### src/rtl/uart_word_tx.sv
// uart_word_tx
// Serializes one TAM_DATA-bit word from the debug unit into NUM_BYTES UART
// bytes, least-significant byte first. Each byte gets one start pulse to the
// UART transmitter. The next byte goes out after the transmitter's done tick
// for the current one. After the last byte completes, a single-cycle
// word-done pulse is issued.
//
// TAM_DATA must be a multiple of TAM_BYTE.
//
// Ports:
//   i_clk               system clock
//   i_reset_n           asynchronous active-low reset
//   i_start             word request, sampled only when idle
//   i_data              word captured when i_start is accepted
//   i_tx_done_tick      UART TX end-of-byte pulse
//   o_tx_start          single-cycle "send o_tx_byte" pulse to UART TX
//   o_tx_byte           byte presented to UART TX
//   o_tx_done_32b_word  single-cycle pulse after the last byte completes
//   o_busy              high whenever a word is in progress (not idle)
module uart_word_tx #(
    parameter int TAM_DATA  = 32,
    parameter int TAM_BYTE  = 8,
    parameter int NUM_BYTES = TAM_DATA / TAM_BYTE
) (
    input  logic                i_clk,
    input  logic                i_reset_n,
    input  logic                i_start,
    input  logic [TAM_DATA-1:0] i_data,
    input  logic                i_tx_done_tick,
    output logic                o_tx_start,
    output logic [TAM_BYTE-1:0] o_tx_byte,
    output logic                o_tx_done_32b_word,
    output logic                o_busy
);

    localparam int IDX_W = (NUM_BYTES > 1) ? $clog2(NUM_BYTES) : 1;
    localparam logic [IDX_W-1:0] LAST_IDX = IDX_W'(NUM_BYTES - 1);

    typedef enum logic [2:0] {
        ST_IDLE = 3'd0,
        ST_SEND = 3'd1,
        ST_WAIT = 3'd2,
        ST_DONE = 3'd3
    } state_t;

    state_t              state;
    logic [TAM_DATA-1:0] word_reg;
    logic [IDX_W-1:0]    byte_idx;
    logic [IDX_W-1:0]    next_idx;

    assign next_idx = byte_idx + 1'b1;

    // Outputs are registered. Each one is loaded with the value it must
    // carry in the state being entered, so the pulses line up with SEND
    // and DONE, and no input reaches an output combinationally.
    always_ff @(posedge i_clk or negedge i_reset_n) begin
        if (!i_reset_n) begin
            state              <= ST_IDLE;
            word_reg           <= '0;
            byte_idx           <= '0;
            o_tx_start         <= 1'b0;
            o_tx_byte          <= '0;
            o_tx_done_32b_word <= 1'b0;
            o_busy             <= 1'b0;
        end else begin
            o_tx_start         <= 1'b0;
            o_tx_done_32b_word <= 1'b0;
            case (state)
                ST_IDLE: begin
                    if (i_start) begin
                        word_reg   <= i_data;
                        byte_idx   <= '0;
                        o_tx_byte  <= i_data[TAM_BYTE-1:0];
                        o_tx_start <= 1'b1;
                        o_busy     <= 1'b1;
                        state      <= ST_SEND;
                    end
                end
                ST_SEND: begin
                    state <= ST_WAIT;
                end
                ST_WAIT: begin
                    if (i_tx_done_tick) begin
                        if (byte_idx == LAST_IDX) begin
                            o_tx_done_32b_word <= 1'b1;
                            state              <= ST_DONE;
                        end else begin
                            byte_idx   <= next_idx;
                            o_tx_byte  <= word_reg[int'(next_idx) * TAM_BYTE +: TAM_BYTE];
                            o_tx_start <= 1'b1;
                            state      <= ST_SEND;
                        end
                    end
                end
                ST_DONE: begin
                    o_busy <= 1'b0;
                    state  <= ST_IDLE;
                end
                default: begin
                    o_busy    <= 1'b0;
                    o_tx_byte <= '0;
                    state     <= ST_IDLE;
                end
            endcase
        end
    end

endmodule

### config.mk
export PLATFORM = sky130hd
export DESIGN_NAME = uart_word_tx
export DESIGN_NICKNAME = d
export VERILOG_FILES = /design/src/rtl/uart_word_tx.sv
export SDC_FILE = /design/constraint.sdc
export NUM_CORES = 1
export LEC_CHECK = 0
export BUFFER_PORTS_ARGS = -buffer_cell sky130_fd_sc_hd__buf_2
export CORE_MARGIN = 2
export CORE_UTILIZATION = 49
export DETAILED_ROUTE_END_ITERATION = 10
export GPL_ROUTABILITY_DRIVEN = 0
export GPL_TIMING_DRIVEN = 0
export PLACE_DENSITY = 0.84
export SLEW_MARGIN = 40
export SYNTH_ARGS = -nofsm -noshare
export SYNTH_HDL_FRONTEND = slang
export SYNTH_SLANG_ARGS = --single-unit
### constraint.sdc
create_clock -name i_clk -period 1.9 [get_ports i_clk]
set_clock_uncertainty 0.05 [all_clocks]
set_input_delay 0.095 -clock i_clk [delete_from_list [all_inputs] [get_ports i_clk]]
set_output_delay 0.095 -clock i_clk [all_outputs]
set_load 0.02 [all_outputs]
* Yosys cells after proc, flatten, opt, wreduce, memory -nomap -nowiden
Cells that the tools add are included.
** Word-level totals
- Output and inout port bits :: 11
- Bits of input ports :: 36
- Register bits after elaboration :: 48
** Operators by class
- Add/subtract/negate cells :: 1
- Multiplexer cells :: 21
- Shift-type cells :: 1
- Bitwise operators :: 2
- Reduce and logical (&&, ||, !) cells :: 9
- Eq/ne operators :: 7
** Operators by type and width (count)
- $shiftx A32 B6 Y8 :: 1
- $mux W8 :: 3
- $pmux W8 S3 :: 1
- $pmux W3 S3 :: 1
- $mux W2 :: 4
- $reduce_and A4 Y1 :: 2
- $mux W1 :: 7
- $eq A3 B2 Y1 const B :: 2
- $mux W3 :: 2
- $ne A2 B2 Y1 const B :: 3
- $reduce_and A2 Y1 :: 3
- $pmux W1 S2 :: 2
- $pmux W2 S2 :: 1
- $reduce_or A2 Y1 :: 2
- $eq A3 B1 Y1 const B :: 1
- $logic_not A3 Y1 :: 1
- $add A2 B1 Y2 const B :: 1
- $eq A2 B2 Y1 const B :: 1
- $not A1 Y1 :: 2
- $reduce_bool A2 Y1 :: 1

* Depth between registers and ports, before layout
Gate-level depths: netlist of run 1.
- Depth after elaboration :: 5
- Mapped depth :: 7

* Worst setup path before layout of run 1
No wires, ideal clock.
- Path type :: flip-flop to flip-flop
- From :: register state[0]
- To :: register byte_idx[0]
- Required time :: 1.725 ns
- Setup slack :: 0.114 ns
- Library setup time :: 0.125 ns
- Stages on the path, launching flop included :: 6
- Period minus slack after synthesis :: 1.786 ns
- Path buffers :: 0
- Arrival time :: 1.611 ns
- Cell sequence :: dfrtp_1 -> inv_1 -> ha_1 -> and2b_4 -> nor4b_4 -> mux2_2
** On the way
- Word-level cells in the longest chain between the ends :: 3
** RTL lines
- start, declared :: line 46 : state_t state;
- start signal, assigned :: line 58 : state <= ST_IDLE;
- start signal, assigned :: line 76 : state <= ST_SEND;
- start signal, assigned :: line 80 : state <= ST_WAIT;
- $eq A3 B2 Y1 or $logic_not A3 Y1 (tied branches) :: line 68 : case (state)
- $ne A2 B2 Y1 (no source line) or $reduce_bool A2 Y1 (tied branches)
- $reduce_and A4 Y1 (no source line)
- end signal, assigned :: line 88 : byte_idx <= next_idx;
- end, declared :: line 48 : logic [IDX_W-1:0] byte_idx;
Several ways; a longest one is shown, not always the timed one.
A chain may end at the register's enable or synchronous reset.

* Final worst setup path of run 1
- From :: register state[0]
- To :: register o_tx_byte[2]
** On the way
- Word-level cells in the longest chain between the ends :: 4
** RTL lines
- $eq A3 B1 Y1 or $eq A3 B2 Y1 (tied branches) :: line 68
- $reduce_or A2 Y1 (no source line)
- $not A1 Y1 (no source line)
- $reduce_and A4 Y1 (no source line)
- end signal, assigned :: line 73 : o_tx_byte <= i_data[TAM_BYTE-1:0];
- end signal, assigned :: line 89 : o_tx_byte <= word_reg[int'(next_idx) * TAM_BYTE +: TAM_BYTE];
- end, declared :: line 31 : output logic [TAM_BYTE-1:0] o_tx_byte,
Several ways; a longest one is shown, not always the timed one.

==> results of run 1 <==
## per-stage QoR
stage / setup WS [ns] / setup TNS [ns] / hold WS (ns) / instances
detailed placement: -0.164 / -4.70 / 0.0834 / 276
finish: 0.0778 / 0 / 0.00497 / 316
floorplan: 0.114 / 0 / -0.251 / 176
global route: 0.0171 / 0 / 0.00177 / 316
global placement: -0.0973 / -2.59 / 0.271 / 276
CTS: 0.0147 / 0 / 0.000635 / 315
## worst min path at each step
stage	from	to	slack, ns	cells after the start
after floorplan	i_reset_n	byte_idx[0]	-0.25	0
after global placement	i_reset_n	o_tx_done_32b_word	0.27	1
after detailed placement	i_reset_n	o_tx_start	0.08	1
after CTS	i_data[5]	word_reg[5]	0.0006	2
after global routing	i_data[5]	word_reg[5]	0.002	2
final	i_data[1]	word_reg[1]	0.005	2
## worst register-to-register path, stage by stage (launching register included)
cell and delay (ns):
dfrtp_1 0.38, inv_2 0.08, ha_1 0.21, buf_6 0.15
a211o_4 0.37, nor3_4 0.30, a311oi_1 0.16
## power by group through the flow
| stage | logic, W | clock network [W] | registers [W] |
|---|---|---|---|
| after floorplan | 0.00171 | 0 | 0.00179 |
| after global placement | 0.00224 | 0 | 0.00173 |
| after detailed placement | 0.00231 | 0 | 0.00175 |
| after CTS | 0.00247 | 0.000659 | 0.00172 |
| after global routing | 0.00279 | 0.000696 | 0.00179 |
| final | 0.00256 | 0.000649 | 0.00173 |
## cell families (layout without fill, tap and decap cells)
family / after synthesis / in the layout
AO/OA/AOI/OAI: 31 / 31
adder cells (fa/ha/maj): 8 / 8
AND/OR/NAND/NOR: 29 / 29
multiplexers: 49 / 49
buffers and inverters: 12 / 98
flip-flops: 47 / 47
## cells in the mapped netlist, drive strengths merged (3+ instances only)
| cell | instances | area [um2] |
|---|---|---|
| a22oi | 8 | 60.1 |
| a311oi | 7 | 61.3 |
| a31oi | 7 | 43.8 |
| buf | 9 | 60.1 |
| dfrtp | 47 | 1180 |
| ha | 8 | 100 |
| mux2 | 48 | 541 |
| nand2 | 11 | 41.3 |
| nor2b | 3 | 18.8 |
## what timing repair did
item / in CTS / in global routing
gates cloned: 0 / 0
hold endpoints to repair: 74 / 0
buffers inserted: 3 / 1
resized for setup: 6 / 8
pin swaps: 1 / 2
hold buffers: 28 / 0
endpoints found under the setup margin: 38 / 38
## layer usage
layer | global-route usage [%] | wire length (um)
met2 | 34.7 | 2560
met3 | 4.53 | 283
met1 | 28.8 | 2280
met4 | 8.02 | 117
met5 | 0 | 0
## area by class of cell
class / instances / area [um2] / share of cell area, %
well taps: 54 / 67.6 / 2.18
inverters: 2 / 7.51 / 0.242
repair buffers: 78 / 543 / 17.5
flip-flops and latches: 47 / 1180 / 37.9
multi-input cells: 117 / 1120 / 36.2
clock buffers: 8 / 100 / 3.22
plain buffers: 10 / 86.3 / 2.78
==> flow_summary.toml, run 1 <==
[setup_path]
crit_buf_inv = 2
critPathMaxFanout = 10
worstSetupPathDepth = 6
reg2reg_from = "state[0]"
worstReg2RegEnd = "o_tx_byte[2]"
worstPathRequired_ns = 2.01
critPathKind = "reg -> reg"
crit_path_top_delay_cell = "dfrtp_1"
cp-startpoint = "state[0]"
end_kind = "flop"
slowest_delay_ns = 0.38
cp-endpoint = "o_tx_byte[2]"
worst_path_dominant_cell_family = "compound AO/OA/AOI/OAI gates"
ff2ff_path_depth = 6
path_cells = "inv_2, ha_1, buf_6, a211o_4, nor3_4, a311oi_1"
critPathLaunchType = "flop"
reg2reg_slack_ns = 0.08
arrival_ns = 1.93

[power]
netSwitchingFraction_pct = 36.2
vdd_drop_max_mv = 0.822
pwr-share-seq_pct = 35.0
pwr-share-comb_pct = 51.9
p_per_area_mw_per_mm2 = 1590
power_w = 0.00494
clockPowerShare_pct = 13.1
p_sw_w = 0.00179
p_leak_nw = 1.41
p_int_w = 0.00316

[global_routing]
grt_max_degree = 48
grt-ovfl-total = 0
track_usage_pct = 21.6
grt_pass1_wl_um = 8590
grt_pass1_vias = 1809
antenna_found_initial = 0

[final_layout]
final_common_cell = "mux2_2"
finalInstanceArea_mm2 = 0.00310
fillCellCount = 352
area_delta_synth_final_pct = 32.0
n_antenna_cell = 0
nets = 305
utilization_pct = 66.6
drive_gt1_share_pct = 48.9
layout_common_cells = "mux2_2 (48), buf_2 (47), dfrtp_1 (47)"
largest_register_ffs = 32

[cts]
clk_pin_slew_ns = 0.08
clock_path_buffers = 2
clk_latency_ns = 0.30
cts_root_buf = "clkbuf_8"
cts_tree = "yes"
cts.sinks = 47
cts_max_level = 2
cts_buffers = 5

[sta]
slew_violations = 0
slew_headroom_pct = 61.4
timing.fmax_mhz = 549
min_period_over_period_pct = 95.9
tightest_slew_ns = 0.579
layout_min_cycle_time_ns = 1.82
hold_viol_final = 0
setup_violations = 0
rsz0062_at_grt = "no"

[status]
run_status = "finished clean"

[yosys]
synth_top_family_by_area = "multiplexers"
synth.mux.area_fraction_pct = 23.9
yosys.area_share.simple_pct = 8.41
yosys_warnings = 0
ys_types = 33
async_reset_ff_share_pct = 100
syn-num-nets = 220
synth-seq-cells = 47
ys.flop_type = "dfrtp_1"
syn_avg_cell_area_um2 = 13.4
synth_edf_count = 0
ys_seq_area_share_pct = 50.0
syn-cell-area_mm2 = 0.00235
synth-compound-area-share_pct = 10.3
postSynthCellCount = 176
synthAdderAreaFrac_pct = 4.26
synth_xor_area_share_pct = 0

[die]
die_h_um = 73.3
start_util_pct = 50.4
dieWidth_um = 73.3
io_pins = 47
core-area_mm2 = 0.00466
die_area_mm2 = 0.00537
std_cell_rows = 25

[routing]
vias_per_cell = 5.56
drc = 0
vias = 1757
drtPass1Iterations = 4
drt_iter0_drc = 129
drt_wl_total_um = 5240
wl_per_cell_um = 16.6
ant_nets = 0

[placement]
port_buffers = 46
dpl.hpwl_um = 3420
placed_cell_area_mm2 = 0.00265

[hold_path]
min_path_type = "in -> reg"

[job]
max_cap_violations = 0
(Power assumes the default switching activity.)
==> run 2, diff against run 1 <==
Settings changed: CORE_UTILIZATION 49 to 41, PLACE_DENSITY 0.84 to 0.74.
==> flow_summary.toml, run 2 (synthesized netlist as in run 1, its figures left out) <==
[global_routing]
grt_busiest_layer = "met2"
grt_pass1_wl_um = 8070
grt_pass1_vias = 1691
grt_max_degree = 48
grtUsageMet3_pct = 4.30
met1_usage_pct = 21.9
grt-ovfl-total = 0
antenna_found_initial = 0
track_usage_pct = 16.7
use_met2_pct = 27.3

[final_layout]
finalInstanceArea_mm2 = 0.00310
nets = 306
n_antenna_cell = 0
layout_common_cells = "mux2_2 (48), buf_2 (47), dfrtp_1 (47)"
area_delta_synth_final_pct = 31.9
drive_gt1_share_pct = 49.0
largest_register_ffs = 32
final_common_cell = "mux2_2"

[setup_path]
ff2ff_path_depth = 6
end_kind = "flop"
reg2reg_from = "state[1]"
critPathLaunchType = "flop"
worstPathRequired_ns = 2.03
arrival_ns = 1.99
critPathKind = "reg -> reg"
critPathMaxFanout = 10
reg2reg_slack_ns = 0.03
worstReg2RegEnd = "word_reg[10]"

[routing]
drt_wl_total_um = 5150
ant_nets = 0
drtPass1Iterations = 4
wl_per_cell_um = 15.5
drt_iter0_drc = 90
vias_per_cell = 5.17
vias = 1721
drc = 0

[die]
die_h_um = 79.7
io_pins = 47
std_cell_rows = 27
core-area_mm2 = 0.00551
start_util_pct = 42.7
dieWidth_um = 79.7
die_area_mm2 = 0.00636

[power]
p_leak_nw = 1.40
clockPowerShare_pct = 11.2
pwr-share-seq_pct = 35.5
p_int_w = 0.00311
p_sw_w = 0.00176
netSwitchingFraction_pct = 36.1
p_per_area_mw_per_mm2 = 1570
pwr-share-comb_pct = 53.3
vdd_drop_max_mv = 0.792
power_w = 0.00488

[placement]
port_buffers = 46
placed_cell_area_mm2 = 0.00267
dpl.hpwl_um = 3530

[sta]
layout_min_cycle_time_ns = 1.87
timing.fmax_mhz = 536
hold_ws_ns = 0.0121
tns_ns = 0
min_period_over_period_pct = 98.2
hold_viol_final = 0
tightest_slew_ns = 0.587
setup_violations = 0
slew_violations = 0
slew_headroom_pct = 60.8
rsz0062_at_grt = "yes"

[cts]
cts_buffers = 5
clk_latency_ns = 0.29
cts.sinks = 47
cts_root_buf = "clkbuf_8"
cts_max_level = 2
clk_pin_slew_ns = 0.08
cts_tree = "yes"
clock_path_buffers = 2

[hold_path]
hold_depth = 2
whs_endpoint = "word_reg[6]"
hp-start = "i_data[6]"
min_path_type = "in -> reg"

[status]
run_status = "finished clean"

[job]
max_cap_violations = 0
[run 2: cell type report]
type / instances / area [um2]
buffer: 10 / 78.8
clock buffer: 6 / 72.6
fill: 465 / 2410
inverter: 2 / 7.51
multi-input combinational: 117 / 1130
sequential: 47 / 1180
tap: 72 / 90.1
timing repair buffer: 79 / 548
[run 2: metal layers]
metal  routed length [um]  vias up
li1                     -      826
met3                  268        4
met1                 2350      846
met2                 2500       45
met4                   26        0
met5                    0        -
[run 2: worst max-delay path by stage]
| stage | start | end | cells past startpoint |
|---|---|---|---|
| floorplan | state[0] | byte_idx[0] | 5 |
| global placement | state[0] | word_reg[22] | 6 |
| detailed placement | state[0] | word_reg[29] | 6 |
| CTS | state[0] | o_tx_byte[4] | 7 |
| global route | state[1] | word_reg[19] | 6 |
| finish | state[1] | word_reg[10] | 6 |
[run 2: what timing repair did]
| action | 4_1_cts | 5_1_grt |
|---|---|---|
| setup buffers | 3 | 3 |
| pin swaps | 1 | 3 |
| hold endpoints to repair | 71 | 2 |
| setup endpoints to repair | 38 | 39 |
| gates resized for setup | 5 | 7 |
| hold buffers | 25 | 2 |
[run 2: critical path, stage by stage, from the launching register on]
cell and delay, ns:
dfrtp_1 0.42, inv_1 0.12, ha_1 0.20, buf_4 0.18, nand2_2 0.18, buf_4 0.25
mux2_2 0.35
[run 2: power by group through the flow]
stage	logic (W)	clock network (W)	registers, W
2_1_floorplan	0.00171	0	0.00179
3_3_place_gp	0.00226	0	0.00173
3_5_place_dp	0.00231	0	0.00176
4_1_cts	0.00246	0.000566	0.00173
5_1_grt	0.00281	0.000612	0.00178
6_report	0.00260	0.000548	0.00173
[run 2: metrics by stage]
step | setup WS [ns] | cells | util (%)
after global placement | -0.178 | 294 | 48.5
after global routing | -0.0410 | 333 | 56.3
after floorplan | 0.114 | 176 | -
after CTS | 0.00389 | 328 | 55.1
after detailed placement | -0.193 | 294 | 48.6
final | 0.0346 | 333 | 56.3
==> run 3, diff against run 2 <==
Settings changed: ABC_AREA set to 1.
==> flow_summary.toml, run 3 <==
[status]
run_status = "finished clean"

[cts]
cts_tree = "yes"
clk_pin_slew_ns = 0.09
cts_root_buf = "clkbuf_8"
cts_buffers = 5
cts_max_level = 2
clock_path_buffers = 2
cts.sinks = 47
post-cts-setup-buffers = 0
clk_latency_ns = 0.31

[global_routing]
grtUsageMet3_pct = 3.71
met1_usage_pct = 21.5
grt_pass1_wl_um = 8690
antenna_found_initial = 0
use_met2_pct = 30.9
grt_max_degree = 48
grt_busiest_layer = "met2"
track_usage_pct = 17.4
grt_pass1_vias = 1917
grt-ovfl-total = 0

[yosys]
syn-cell-area_mm2 = 0.00241
ys.flop_type = "dfrtp_1"
netlist.area_leader.share_pct = 48.8
yosys-top-cells-count = "nand2_1 (85), dfrtp_1 (47), mux2_4 (29)"
ys_seq_area_share_pct = 48.8
syn_avg_cell_area_um2 = 10.5
postSynthCellCount = 230
syn-num-nets = 274
synth-seq-cells = 47
async_reset_ff_share_pct = 100
yosys_warnings = 0
synth_area_leaders = "dfrtp_1 (49%), mux2_4 (18%), nand2_1 (13%)"
synth_most_common_cell = "nand2_1"
yosys.area.top_type = "dfrtp_1"
ys_types = 22
synth_edf_count = 0

[final_layout]
n_antenna_cell = 0
final_common_cell = "nand2_1"
layout_common_cells = "nand2_1 (85), dfrtp_1 (47), buf_2 (46)"
drive_gt1_share_pct = 32.6
nets = 359
largest_register_ffs = 32
area_delta_synth_final_pct = 30.4

[routing]
drt_iter0_drc = 97
vias = 1844
drc = 0
vias_per_cell = 4.75
ant_nets = 0
drtPass1Iterations = 4
wl_per_cell_um = 13.1
drt_wl_total_um = 5070

[sta]
slew_headroom_pct = 60.9
rsz0062_at_grt = "no"
slew_violations = 0
setup_violations = 0
timing.fmax_mhz = 581
tns_ns = 0
min_period_over_period_pct = 90.6
finalWorstSetupSlack_ns = 0.178
hold_ws_ns = 0.0137
tightest_slew_ns = 0.586
hold_viol_final = 0
layout_min_cycle_time_ns = 1.72

[hold_path]
min_path_type = "in -> reg"

[setup_path]
critPathMaxFanout = 10
arrival_ns = 1.86
path_cells = "inv_1, ha_1, buf_4, nand2_4, buf_6, mux2_4"
slowest_delay_ns = 0.41
critPathKind = "reg -> reg"
end_kind = "flop"
crit_path_top_delay_cell = "dfrtp_1"
worstPathRequired_ns = 2.04
critPathLaunchType = "flop"

[job]
max_cap_violations = 0

[die]
start_util_pct = 43.0
core-area_mm2 = 0.00561
std_cell_rows = 27
die_area_mm2 = 0.00651
dieWidth_um = 80.7
die_h_um = 80.7
io_pins = 47

[placement]
dpl.hpwl_um = 3560
port_buffers = 46
dp_slack_ns = 0.193

[power]
p_leak_nw = 1.68
vdd_drop_max_mv = 0.587
p_per_area_mw_per_mm2 = 1450
## run 3: changes by cell type after synthesis, moves of 8 or more
cell     delta
mux2_2     -45
nand2_1    +74
a22oi_1     -8
nand3_1    +23
mux2_4     +29
## run 3: where the power goes
part | internal (W) | switching, W | total, W
logic | 0.00112 | 0.00109 | 0.00221
registers | 0.00145 | 0.000265 | 0.00171
clock network | 0.000264 | 0.000361 | 0.000625
total | 0.00284 | 0.00172 | 0.00455
## run 3: final timing paths
kind / startpoint / endpoint / slack (ns) / cells past startpoint
setup / recovery: state[0] / word_reg[6] / 0.18 / 6
hold / removal: i_data[1] / word_reg[1] / 0.01 / 2
setup reg to reg: state[0] / word_reg[6] / 0.18 / 6
hold reg to reg: o_tx_byte[5] / o_tx_byte[5] / 0.43 / 2
max in group asynchronous: i_reset_n / word_reg[6] / 1.12 / 2
min in group asynchronous: i_reset_n / word_reg[23] / 0.28 / 2
## run 3: what timing repair did
item,4_1_cts,5_1_grt
hold endpoints to repair,79,0
setup endpoints to repair,0,0
resized for setup,0,0
hold buffers,32,0
## run 3: worst max-delay path, delay by kind of cell (launching register included)
family	cells	cell delay, ns
adder cells (fa/ha/maj)	1	0.22
buffers and inverters	3	0.50
flip-flops	1	0.41
multiplexers	1	0.31
AND/OR/NAND/NOR	1	0.11
## run 3: cell type report
class	instances	area, um2
plain buffers	9	83.8
clock buffers	5	68.8
clock inverters	3	22.5
fillers	518	2460
inverters	8	32.5
multi-input cells	166	1120
flip-flops and latches	47	1180
well taps	72	90.1
repair buffers	78	553
## run 3: kinds of logic after synthesis
family                   synth area share [%]
AO/OA/AOI/OAI                            1.92
buffers and inverters                    4.82
AND/OR/NAND/NOR                          20.9
adder cells (fa/ha/maj)                  4.15
flip-flops                               48.8
multiplexers                             19.5
## run 3: routing by layer
metal / share of wire, % / wire length, um
met5: 0 / 0
met1: 45 / 2290
met3: 3.9 / 198
met2: 50 / 2530
met4: 1.0 / 53
## run 3: metrics by stage
step,power (W),util [%],cell area (um2),instances
floorplan,0.00341,-,2410,230
global placement,0.00384,48.7,2730,348
detailed placement,0.00390,48.8,2740,348
CTS,0.00459,56.1,3150,388
global route,0.00493,56.1,3150,388
finish,0.00455,56.1,3150,388
